<file path="config.mk">
export PLATFORM = sky130hd
export DESIGN_NAME = core_scheduler
export DESIGN_NICKNAME = d
export VERILOG_FILES = /design/src/rtl/core_scheduler.sv
export SDC_FILE = /design/constraint.sdc
export NUM_CORES = 1
export LEC_CHECK = 0
export BUFFER_PORTS_ARGS = -buffer_cell sky130_fd_sc_hd__buf_2
export CORE_MARGIN = 2
export CORE_UTILIZATION = 40
export CTS_CLUSTER_SIZE = 16
export DETAILED_ROUTE_END_ITERATION = 10
export GPL_ROUTABILITY_DRIVEN = 0
export PLACE_DENSITY = 0.67
export SLEW_MARGIN = 25
export SYNTH_ARGS = -nofsm -noshare
export SYNTH_HDL_FRONTEND = slang
export SYNTH_SLANG_ARGS = --single-unit
export TNS_END_PERCENT = 1
</file>
<file path="constraint.sdc">
create_clock -name clock -period 2.9 [get_ports clock]
set_input_delay 0.58 -clock clock [delete_from_list [all_inputs] [get_ports clock]]
set_output_delay 0.58 -clock clock [all_outputs]
set_load 0.1 [all_outputs]
</file>
<file path="src/rtl/core_scheduler.sv">
// Round-robin scheduler that hands point indices to validator cores, collects
// their inlier/outlier verdicts and packs outlier indices into output words.
//
//   state   | meaning
//   --------+-----------------------------------------------------------
//   S_IDLE  | waiting for start after reset
//   S_SEED  | giving each core its first index, one core per cycle
//   S_RUN   | arbitrating core results, reissuing indices, packing outliers
//   S_FLUSH | pushing out a partially filled pack word before finishing
//   S_DONE  | run complete; done held until the next start
module core_scheduler #(
  parameter int N           = 16,
  parameter int CORE_NUMBER = 2,
  parameter int PACK        = 2,
  localparam int CW         = $clog2(PACK + 1),
  localparam int RRW        = (CORE_NUMBER > 1) ? $clog2(CORE_NUMBER) : 1
) (
  input  logic                     clock,
  input  logic                     reset_n,
  input  logic                     start,
  input  logic [N-1:0]             point_cloud_size,
  input  logic [CORE_NUMBER-1:0]   core_inlier,
  input  logic [CORE_NUMBER-1:0]   core_outlier,
  output logic [CORE_NUMBER-1:0]   core_reset,
  output logic [N*CORE_NUMBER-1:0] core_point_idx,
  output logic [N*PACK-1:0]        out_data,
  output logic [CW-1:0]            out_count,
  output logic                     out_valid,
  input  logic                     out_ready,
  output logic                     busy,
  output logic                     done
);

  typedef enum logic [2:0] {S_IDLE, S_SEED, S_RUN, S_FLUSH, S_DONE} state_e;

  state_e                 state_q, state_d;
  logic [N-1:0]           size_q, size_d;
  logic [N-1:0]           next_idx_q, next_idx_d;
  logic [RRW-1:0]         rr_q, rr_d;
  logic [RRW-1:0]         seed_q, seed_d;
  logic [CORE_NUMBER-1:0] rst_q, rst_d;
  logic [CORE_NUMBER-1:0] retired_q, retired_d;
  logic [CORE_NUMBER-1:0] armed_q, armed_d;
  logic [N-1:0]           idx_q [CORE_NUMBER];
  logic [N-1:0]           idx_d [CORE_NUMBER];
  logic [N-1:0]           buf_q [PACK];
  logic [N-1:0]           buf_d [PACK];
  logic [CW-1:0]          cnt_q, cnt_d;
  logic [N*PACK-1:0]      odata_q, odata_d;
  logic [CW-1:0]          ocnt_q, ocnt_d;
  logic                   ovalid_q, ovalid_d;

  logic                   out_free;
  logic                   stall;
  logic                   transfer;
  logic [CORE_NUMBER-1:0] cand;
  logic                   gnt_valid;
  logic [RRW-1:0]         gnt_id;
  logic [RRW-1:0]         pos;
  logic [CW-1:0]          cnt_base;

  // The output register can take a new word if empty or being drained now.
  assign out_free = !ovalid_q || out_ready;
  // A full pack that cannot move blocks any further outlier from being taken.
  assign stall    = (cnt_q == CW'(PACK)) && !out_free;
  assign transfer = out_free && (cnt_q != '0) &&
                    ((cnt_q == CW'(PACK)) || (state_q == S_FLUSH));
  assign cand     = armed_q & (core_inlier | core_outlier) &
                    ~({CORE_NUMBER{stall}} & core_outlier);

  // Round-robin search for one core with an acceptable result, starting at rr.
  always_comb begin
    gnt_valid = 1'b0;
    gnt_id    = '0;
    pos       = '0;
    for (int k = 0; k < CORE_NUMBER; k++) begin
      pos = RRW'((int'(rr_q) + k) % CORE_NUMBER);
      if (!gnt_valid && cand[pos]) begin
        gnt_valid = 1'b1;
        gnt_id    = pos;
      end
    end
    if (state_q != S_RUN) gnt_valid = 1'b0;
  end

  // Next-state: FSM, core bookkeeping, packing and output register.
  always_comb begin
    state_d    = state_q;
    size_d     = size_q;
    next_idx_d = next_idx_q;
    rr_d       = rr_q;
    seed_d     = seed_q;
    idx_d      = idx_q;
    buf_d      = buf_q;
    cnt_d      = cnt_q;
    odata_d    = odata_q;
    ocnt_d     = ocnt_q;
    ovalid_d   = ovalid_q && !out_ready;
    retired_d  = retired_q;
    rst_d      = retired_q;
    armed_d    = ~rst_q & ~retired_q;
    cnt_base   = cnt_q;

    if (transfer) begin
      for (int j = 0; j < PACK; j++) begin
        odata_d[N*PACK-1-j*N -: N] = (CW'(j) < cnt_q) ? buf_q[j] : '1;
      end
      ocnt_d   = cnt_q;
      ovalid_d = 1'b1;
      cnt_base = '0;
      cnt_d    = '0;
    end

    if (gnt_valid) begin
      if (core_outlier[gnt_id]) begin
        for (int j = 0; j < PACK; j++) begin
          if (CW'(j) == cnt_base) buf_d[j] = idx_q[gnt_id];
        end
        cnt_d = cnt_base + CW'(1);
      end
      rst_d[gnt_id]   = 1'b1;
      armed_d[gnt_id] = 1'b0;
      if (next_idx_q < size_q) begin
        idx_d[gnt_id] = next_idx_q;
        next_idx_d    = next_idx_q + N'(1);
      end else begin
        retired_d[gnt_id] = 1'b1;
      end
      rr_d = (int'(gnt_id) == CORE_NUMBER - 1) ? '0 : gnt_id + RRW'(1);
    end

    case (state_q)
      S_IDLE, S_DONE: begin
        if (start) begin
          size_d     = point_cloud_size;
          next_idx_d = '0;
          seed_d     = '0;
          // each run starts arbitration at core 0
          rr_d       = '0;
          state_d    = (point_cloud_size == '0) ? S_DONE : S_SEED;
        end
      end
      S_SEED: begin
        idx_d[seed_q]     = next_idx_q;
        rst_d[seed_q]     = 1'b1;
        retired_d[seed_q] = 1'b0;
        armed_d[seed_q]   = 1'b0;
        next_idx_d        = next_idx_q + N'(1);
        if ((seed_q == RRW'(CORE_NUMBER - 1)) || ((next_idx_q + N'(1)) == size_q)) begin
          state_d = S_RUN;
        end else begin
          seed_d = seed_q + RRW'(1);
        end
      end
      S_RUN: begin
        if (&retired_q) state_d = S_FLUSH;
      end
      S_FLUSH: begin
        if ((cnt_q == '0) || transfer) state_d = S_DONE;
      end
      default: state_d = S_IDLE;
    endcase
  end

  // State registers; reset aborts any run immediately.
  always_ff @(posedge clock or negedge reset_n) begin
    if (!reset_n) begin
      state_q    <= S_IDLE;
      size_q     <= '0;
      next_idx_q <= '0;
      rr_q       <= '0;
      seed_q     <= '0;
      idx_q      <= '{default: '0};
      buf_q      <= '{default: '0};
      cnt_q      <= '0;
      odata_q    <= '0;
      ocnt_q     <= '0;
      ovalid_q   <= 1'b0;
      retired_q  <= '1;
      rst_q      <= '1;
      armed_q    <= '0;
    end else begin
      state_q    <= state_d;
      size_q     <= size_d;
      next_idx_q <= next_idx_d;
      rr_q       <= rr_d;
      seed_q     <= seed_d;
      idx_q      <= idx_d;
      buf_q      <= buf_d;
      cnt_q      <= cnt_d;
      odata_q    <= odata_d;
      ocnt_q     <= ocnt_d;
      ovalid_q   <= ovalid_d;
      retired_q  <= retired_d;
      rst_q      <= rst_d;
      armed_q    <= armed_d;
    end
  end

  for (genvar i = 0; i < CORE_NUMBER; i++) begin : g_idx
    assign core_point_idx[(i+1)*N-1 -: N] = idx_q[i];
  end

  assign core_reset = rst_q;
  assign out_data   = odata_q;
  assign out_count  = ocnt_q;
  assign out_valid  = ovalid_q;
  assign busy       = (state_q == S_SEED) || (state_q == S_RUN) || (state_q == S_FLUSH);
  assign done       = (state_q == S_DONE);

endmodule

</file>
## Word level (Yosys, flattened, before mapping)

Index checks and enable logic that the tools add are counted.

- Register bits: 144
- Input bits: 24
- Output and inout bits: 71
- Word-level logic and storage cells: 153

- Add/subtract/negate cells: 5
- Order comparisons: 13
- Eq/ne operators: 13
- Mux-type cells: 57
- Bitwise logic cells: 17
- Reduce and logical (&&, ||, !) cells: 32

Operators with widths:

| kind | number |
|---|---|
| 16-bit two-way mux | 10 |
| 32-bit two-way mux | 3 |
| 32-bit bitwise mux | 2 |
| 16-bit demux with 1-bit select | 2 |
| 16-bit case mux with 2 select lines | 1 |
| 1-bit two-way mux | 20 |
| 2-bit two-way mux | 10 |
| 16-bit by 1-bit adder with 16-bit output, second input constant | 1 |
| 16-bit == test | 1 |
| 16-bit zero test | 1 |
| 16-bit less-than comparator | 1 |
| 3-bit two-way mux | 5 |
| 2-bit bitwise AND | 7 |
| 3-bit case mux with 4 select lines | 1 |
| 2-bit inequality test, second input constant | 5 |
| 2-bit NOT | 5 |
| 1-bit logical AND | 9 |
| 3-bit AND reduction | 3 |
| 1-bit by 2-bit less-than comparator with 1-bit output, second input constant | 4 |
| 3-bit by 2-bit == test with 1-bit output, second input constant | 2 |
| 1-bit logical OR | 6 |
| 2-bit OR | 3 |
| 2-bit greater-or-equal comparator, second input constant | 2 |
| 1-bit zero test | 4 |
| 19 further kinds | 29 |

## Logic depth before layout (Yosys ltp)

Gate-level depths: netlist of run 1.

- Depth in word-level cells: 23
- Mapped depth: 12
- Gate-level depth less buffers: 10

## Least setup slack after synthesis of run 1

No wires, ideal clock.

- Path kind: flip-flop to flip-flop
- Start point: register ovalid_q (netlist: out_valid)
- End point: register idx_q (netlist bit core_point_idx[22])
- Library setup time: 0.126 ns
- Arrival: 2.944 ns
- Required time: 2.774 ns
- Path slack: -0.170 ns
- Stages on the path, launching flop included: 10
- Buffers on the path: 2
- Period minus slack after synthesis: 3.070 ns
- Cell sequence: dfrtp_1 nor4bb_1 a211o_1 o21a_1 buf_2 and2_1 nand2_1 o21bai_2 buf_2 mux2_2

RTL lines:

| item | line | source |
|---|---|---|
| start, declared | 51 | `logic ovalid_q, ovalid_d;` |
| start signal, assigned | 193 | `ovalid_q <= ovalid_d;` |
| end signal, assigned | 188 | `idx_q <= idx_d;` |
| end, declared | 44 | `logic [N-1:0] idx_q [CORE_NUMBER];` |

## Final worst setup path of run 1

- Start point: register next_idx_q[13]
- End point: register state_q[1]

- Cells in the longest elaborated chain, start to end: 5

Ends and longest elaborated chain:

| item | line | source |
|---|---|---|
| start, declared | 38 | `logic [N-1:0] next_idx_q, next_idx_d;` |
| start signal, assigned | 185 | `next_idx_q <= next_idx_d;` |
| 16-bit by 1-bit adder with 16-bit output | 149 | `if ((seed_q == RRW'(CORE_NUMBER - 1)) \|\| ((next_idx_q + N'(1)) == size_q)) begin` |
| 16-bit == test | 149 |  |
| 1-bit logical OR | 149 |  |
| 2-bit inequality test (no line) | - |  |
| 4-bit AND reduction (no line) | - |  |
| end signal, assigned | 183 | `state_q <= state_d;` |
| end, declared | 36 | `state_e state_q, state_d;` |

Every way passes these cells.
A chain may end at the register's enable or synchronous reset.

==> flow_summary.toml, run 1 <==
[timing]
finalHoldViolations = 0
unrepaired_setup_endpoints_after_global_routing = "no"
timing.final.setup_violations = 0
max-slew-margin-rel_pct = 31.1
skew_ns = 0.00731
final_period_minus_worst_setup_slack_ns = 2.74
slew_violations = 0
timing.final.crit_share_pct = 94.3
fin_setup_tns_ns = 0
worst-slew-pin-transition_ns = 1.03
highest_clock_rate_ghz = 0.365

[clocking]
cts_made_buffers = 17
tritoncts = "done"
cts_max_level = 4
cts_sinks = 144
clock_insertion_delay_worst_skew_ns = 0.42
postCtsHoldBufs = 0
worst_case_clock_buffer_depth = 2
cts_root_buf = "clkbuf_16"
clk_transition_reported_paths_ns = 0.07

[placed_design]
placed_instance_area_um2 = 7640
port-buffer-count = 94
dp_hpwl_um = 12100

[yosys]
synth_area_leader_cell = "dfrtp_1"
top_area_cells_in_the_synthesized_netlist = "dfrtp_1 (51%), mux2_2 (7.9%), nand2_1 (5.0%)"
synth.cell_area_um2 = 6820
syn_area_per_cell_um2 = 10.8
ys_ff_latch = 144
yosysSeqAreaShare_pct = 52.9
synth_async_sr_flop_share_pct = 100
synthesis.instances = 632
synth_enable_flop_cells = 0
synthesis.nets = 675
yosys.cell_types.count = 56
total_of_warnings_raised_by_yosys = 0
synth_top_cell_area_share_pct = 51.3
dominantRegCellSynth = "dfrtp_1"

[final_layout]
antenna-diode-count = 0
multi_input_comb_area_um2 = 2990
final_nets = 779
sequential_cell_area_in_the_final_layout_um2 = 3610
final_design_area_no_fill_um2 = 8250
layout-drive-gt1-share_pct = 29.0
area_growth_pct = 20.8
nFillCells = 1483
fin_util_pct = 49.6

[worst_setup_path]
cp_max_fo = 8
critPathRequiredTime_ns = 3.26
worst_ep_arrival_time_ns = 3.09
start_kind = "flip-flop"
worst_setup_path_end_kind = "flip-flop"
setup.worst_path.class = "flip-flop to flip-flop"
cp_slowest_cell = "or4_1"
cpPeakStageDelay_ns = 0.53
worstPathCellList = "buf_4 -> nand4_1 -> nor4_4 -> xnor2_1 -> or4_1 -> or4_4 -> o21ai_0 -> and3_1"

[drt]
route.vias.total = 5219
detail_route.wl_per_cell_um = 16.8
vias_per_cell = 5.39
drt_wl_total_um = 16300
post-route-drc-count = 0
detail_route.first_pass.iterations = 5
detailedRoute.firstIterationViolations = 444
ant_nets = 0

[pwr]
pwr-share-seq_pct = 33.3
p_per_area_nw_per_um2 = 995
power.internal_uw = 4550
power_frac_clock_pct = 26.4
p_switching_uw = 3660
share_comb_of_total_power_pct = 40.3
ir_drop_v = 0.000582
total_leakage_power_uw = 0.00393
swShare_pct = 44.6

[floorplanning]
floorplan.die.height_um = 135
core_um2 = 16600
dieWidth_um = 135
floorplan.die_area_um2 = 18100
placementRows = 47
initial_utilization_pct = 41.0
io_pins = 95

[global_route]
wire_length_of_the_first_global_routing_pass_um = 26900
grtUsageTotal_pct = 18.8
grt_max_degree = 65
grt-ovfl-total = 0
first_global_vias = 5204
grt_antenna_before_repair = 0

[status]
run_status = "completed"

[hold_path]
hold_class = "input pin to async pin"

[job]
timing.max_cap.violations = 0
## cells by family after synthesis
kind of cell,Yosys count,synth area share (%)
fa+ha+maj,19,3.48
flops,144,52.9
xor+xnor,17,2.18
compound gates,134,12.7
mux,71,11.3
buf+inv,57,3.43
simple gates,190,14.1
## final timing paths
kind	start	endpoint	slack, ns	depth (start not counted)
max in group asynchronous	reset_n	out_data[13]$_DFFE_PN0P_	2.01	2
max	next_idx_q[13]$_DFF_PN0_	state_q[1]$_DFFE_PN0P_	0.16	8
min	reset_n	out_count[1]$_DFFE_PN0P_	0.15	1
max reg2reg	next_idx_q[13]$_DFF_PN0_	state_q[1]$_DFFE_PN0P_	0.16	8
min reg2reg	out_count[0]$_DFFE_PN0P_	out_count[0]$_DFFE_PN0P_	0.47	2
min in group clock	point_cloud_size[14]	size_q[14]$_DFFE_PN0P_	0.37	3
## cell usage after synthesis (2+ instances only)
library cell / instances
dfrtp_1: 140
nand2_1: 90
o21ai_0: 61
mux2_2: 48
inv_1: 27
mux2i_1: 23
nor2_1: 22
clkbuf_1: 20
ha_1: 19
o22a_1: 17
a21oi_1: 16
xnor2_1: 10
nand3_1: 9
nor3_1: 8
nor4_1: 8
o31ai_1: 8
buf_2: 7
o21a_1: 7
or4_1: 7
xor2_1: 7
and2_1: 6
nand4_1: 6
and3_1: 5
nand2b_1: 5
nor2b_1: 5
dfstp_2: 4
or3_1: 4
a21o_1: 3
a31oi_1: 3
buf_4: 3
a211o_1: 2
a211oi_1: 2
a41o_1: 2
nand3_4: 2
nand3b_1: 2
nor3b_1: 2
o211ai_1: 2
or3b_2: 2
## worst max-delay path: cells and delay by family (launching register included)
| family | cells | cell delay [ns] |
|---|---|---|
| AND/OR/NAND/NOR | 5 | 1.69 |
| flip-flops | 1 | 0.52 |
| buffers and inverters | 1 | 0.18 |
| AO/OA/AOI/OAI | 1 | 0.17 |
| XOR/XNOR | 1 | 0.11 |
## stage by stage
step           setup WS, ns  std cells  power [µW]  hold slack, ns
6_report              0.164        969        8200           0.149
5_1_grt              0.0218        969        8630           0.185
4_1_cts              0.0342        969        8260           0.150
3_5_place_dp         0.0656        937        6060           0.459
3_3_place_gp          0.160        937        5980           0.457
2_1_floorplan         0.106        632        5320           0.284
## routing by layer
metal  vias up  global-route usage [%]  routed length, µm
li1       2454                       -                  -
met1      2558                    25.0               7320
met2       184                    30.8               7800
met3        23                    4.17                880
met4         0                    6.20                247
met5         -                       0                  0
## state kept, by name, summed over array words and instances (netlist names)
register / count
next_idx_q: 16
armed_q: 2
out_valid: 1
seed_q: 1
buf_q: 32
rr_q: 1
retired_q: 2
size_q: 16
state_q: 3
core_point_idx: 32
cnt_q: 2
out_data: 32
core_reset: 2
out_count: 2
## timing repair
item	CTS	global route
endpoints found under the setup margin	0	4
setup buffers	0	0
resized for setup	0	3
hold endpoints to repair	0	0
## cell usage in the layout (no fill, tap or decap), types with 5 or more instances in the layout
cell and n:
o22a_1 17, dfrtp_1 137, buf_4 18, xor2_1 7, mux2_2 48, and2_1 6
o21ai_0 61, nor2b_1 5, buf_2 93, inv_1 27, o31ai_1 8, xnor2_1 10
nor4_1 8, and3_1 5, nor3_1 8, nand2_1 90, nand3_1 9, clkbuf_16 17
o21a_1 7, nor2_1 21, ha_1 18, inv_6 5, a21oi_1 16, nand4_1 6
or4_1 7, mux2i_1 23, nand2b_1 5
## power groups by stage
stage          logic (µW)  clock network (µW)  registers (µW)
3_3_place_gp         3230                   0            2750
2_1_floorplan        1520                   0            3800
6_report             3300                2170            2730
4_1_cts              3300                2220            2730
3_5_place_dp         3290                   0            2770
5_1_grt              3530                2300            2790
## area by class of cell
cell class / count / share of cell area [%]
Sequential cell: 144 / 43.8
Multi-Input combinational cell: 431 / 36.2
Timing Repair Buffer: 115 / 8.15
Clock buffer: 17 / 5.16
Tap cell: 220 / 3.34
Clock inverter: 15 / 2.11
Inverter: 27 / 1.23
No activity file was read; power rests on OpenSTA's default activity.
==> run 2, diff against run 1 <==
Settings changed: CORE_ASPECT_RATIO from default to 1.25.
==> flow_summary.toml, run 2 (synthesis gave the netlist of run 1 again) <==
[status]
run_status = "completed"

[floorplanning]
floorplan.die.height_um = 150
placementRows = 53
dieWidth_um = 121
core_um2 = 16800
io_pins = 95
initial_utilization_pct = 40.7
floorplan.die_area_um2 = 18100

[job]
timing.max_cap.violations = 0

[drt]
route.layer.met1.wl_um = 7300
maxUsedRoutingLayer = "met4"
drt_wl_total_um = 15900
ant_nets = 0
route.vias.total = 5098
vias_per_cell = 5.29
detailedRoute.firstIterationViolations = 357
detail_route.wl_per_cell_um = 16.5
wl_met2_um = 7690
post-route-drc-count = 0
met3WireLength_um = 647
detail_route.first_pass.iterations = 4

[final_layout]
area_growth_pct = 20.1
antenna-diode-count = 0
nFillCells = 1562
layout_common_cells = "dfrtp_1 (139), buf_2 (93), nand2_1 (90), o21ai_0 (61), mux2_2 (48)"
layout-drive-gt1-share_pct = 27.6
final_nets = 776
multi_input_comb_area_um2 = 2980
most_common_cell_after_layout_fill_and_taps_aside = "dfrtp_1"
sequential_cell_area_in_the_final_layout_um2 = 3610

[clocking]
cts_repair_resize_count = 0
cts_root_buf = "clkbuf_16"
postCtsHoldBufs = 0
postCtsSetupBuffers = 0
cts_made_buffers = 17
cts_sinks = 144
clk_transition_reported_paths_ns = 0.06
tritoncts = "done"
clock_insertion_delay_worst_skew_ns = 0.42
worst_case_clock_buffer_depth = 2
cts_max_level = 4

[worst_setup_path]
setup.worst_path.class = "flip-flop to flip-flop"
cp_max_fo = 9
worst_ep_arrival_time_ns = 3.14
start_kind = "flip-flop"
critPathRequiredTime_ns = 3.25
worst_setup_path_end_kind = "flip-flop"

[global_route]
first_global_vias = 4856
grt-ovfl-total = 0
grtUsageTotal_pct = 18.6
wire_length_of_the_first_global_routing_pass_um = 26100
grt_max_degree = 69
grt_antenna_before_repair = 0

[pwr]
total_leakage_power_uw = 0.00391
post-layout-total-power_uw = 8150
ir_drop_v = 0.000508
p_per_area_nw_per_um2 = 994

[timing]
max-slew-margin-rel_pct = 55.8
highest_clock_rate_ghz = 0.359
worst-slew-pin-transition_ns = 0.662
timing.final.crit_share_pct = 96.2
slew_violations = 0
skew_ns = 0.0101
finalHoldViolations = 0
fin_setup_tns_ns = 0
unrepaired_setup_endpoints_after_global_routing = "no"
final_period_minus_worst_setup_slack_ns = 2.79
timing.final.setup_violations = 0

[placed_design]
port-buffer-count = 94
dp_hpwl_um = 11600

[hold_path]
hold_class = "input pin to async pin"
[run 2: report_power, final]
group          internal (µW)  switching [µW]  leakage (µW)
Sequential              2390             337       0.00187
Combinational            963            2360       0.00176
Clock                   1320             777      0.000279
[run 2: through the flow]
step	util, %	setup WS, ns	area [µm²]	cells	hold slack [ns]
6_report	48.8	0.111	8190	963	0.132
5_1_grt	48.8	0.00489	8190	963	0.160
4_1_cts	48.8	0.111	8190	963	0.142
3_5_place_dp	45.5	0.146	7630	934	0.468
3_3_place_gp	45.5	0.194	7630	934	0.462
2_1_floorplan	-	0.106	6830	632	0.284
[run 2: cell type report]
cell class,instances,share of cell area [%]
Clock buffer,23,5.83
Inverter,27,1.24
Tap cell,220,3.36
Multi-Input combinational cell,431,36.4
Clock inverter,6,1.02
Timing Repair Buffer,112,8.08
Sequential cell,144,44.1
[run 2: critical path, cell delays in order (launching register included)]
cell and delay (ns):
dfrtp_1 0.48, ha_1 0.31, nand3_4 0.16, nor4_4 0.35
xnor2_1 0.10, or4_1 0.53, or4_4 0.46, o21ai_0 0.17
and3_1 0.17
[run 2: routing by layer]
metal,track usage (%),vias up
met1,25.3,2511
met5,0,-
li1,-,2456
met3,3.77,15
met4,6.16,0
met2,29.7,116
[run 2: worst paths after layout]
| kind | from | endpoint | slack, ns | cells after the start |
|---|---|---|---|---|
| worst max-delay path | next_idx_q[1]$_DFF_PN0_ | state_q[1]$_DFFE_PN0P_ | 0.11 | 8 |
| worst min-delay path | reset_n | size_q[8]$_DFFE_PN0P_ | 0.13 | 1 |
| worst max register to register | next_idx_q[1]$_DFF_PN0_ | state_q[1]$_DFFE_PN0P_ | 0.11 | 8 |
| worst min register to register | out_count[1]$_DFFE_PN0P_ | out_count[1]$_DFFE_PN0P_ | 0.48 | 2 |
| max in group asynchronous | reset_n | out_data[28]$_DFFE_PN0P_ | 2.00 | 2 |
| min in group clock | point_cloud_size[0] | size_q[0]$_DFFE_PN0P_ | 0.38 | 3 |
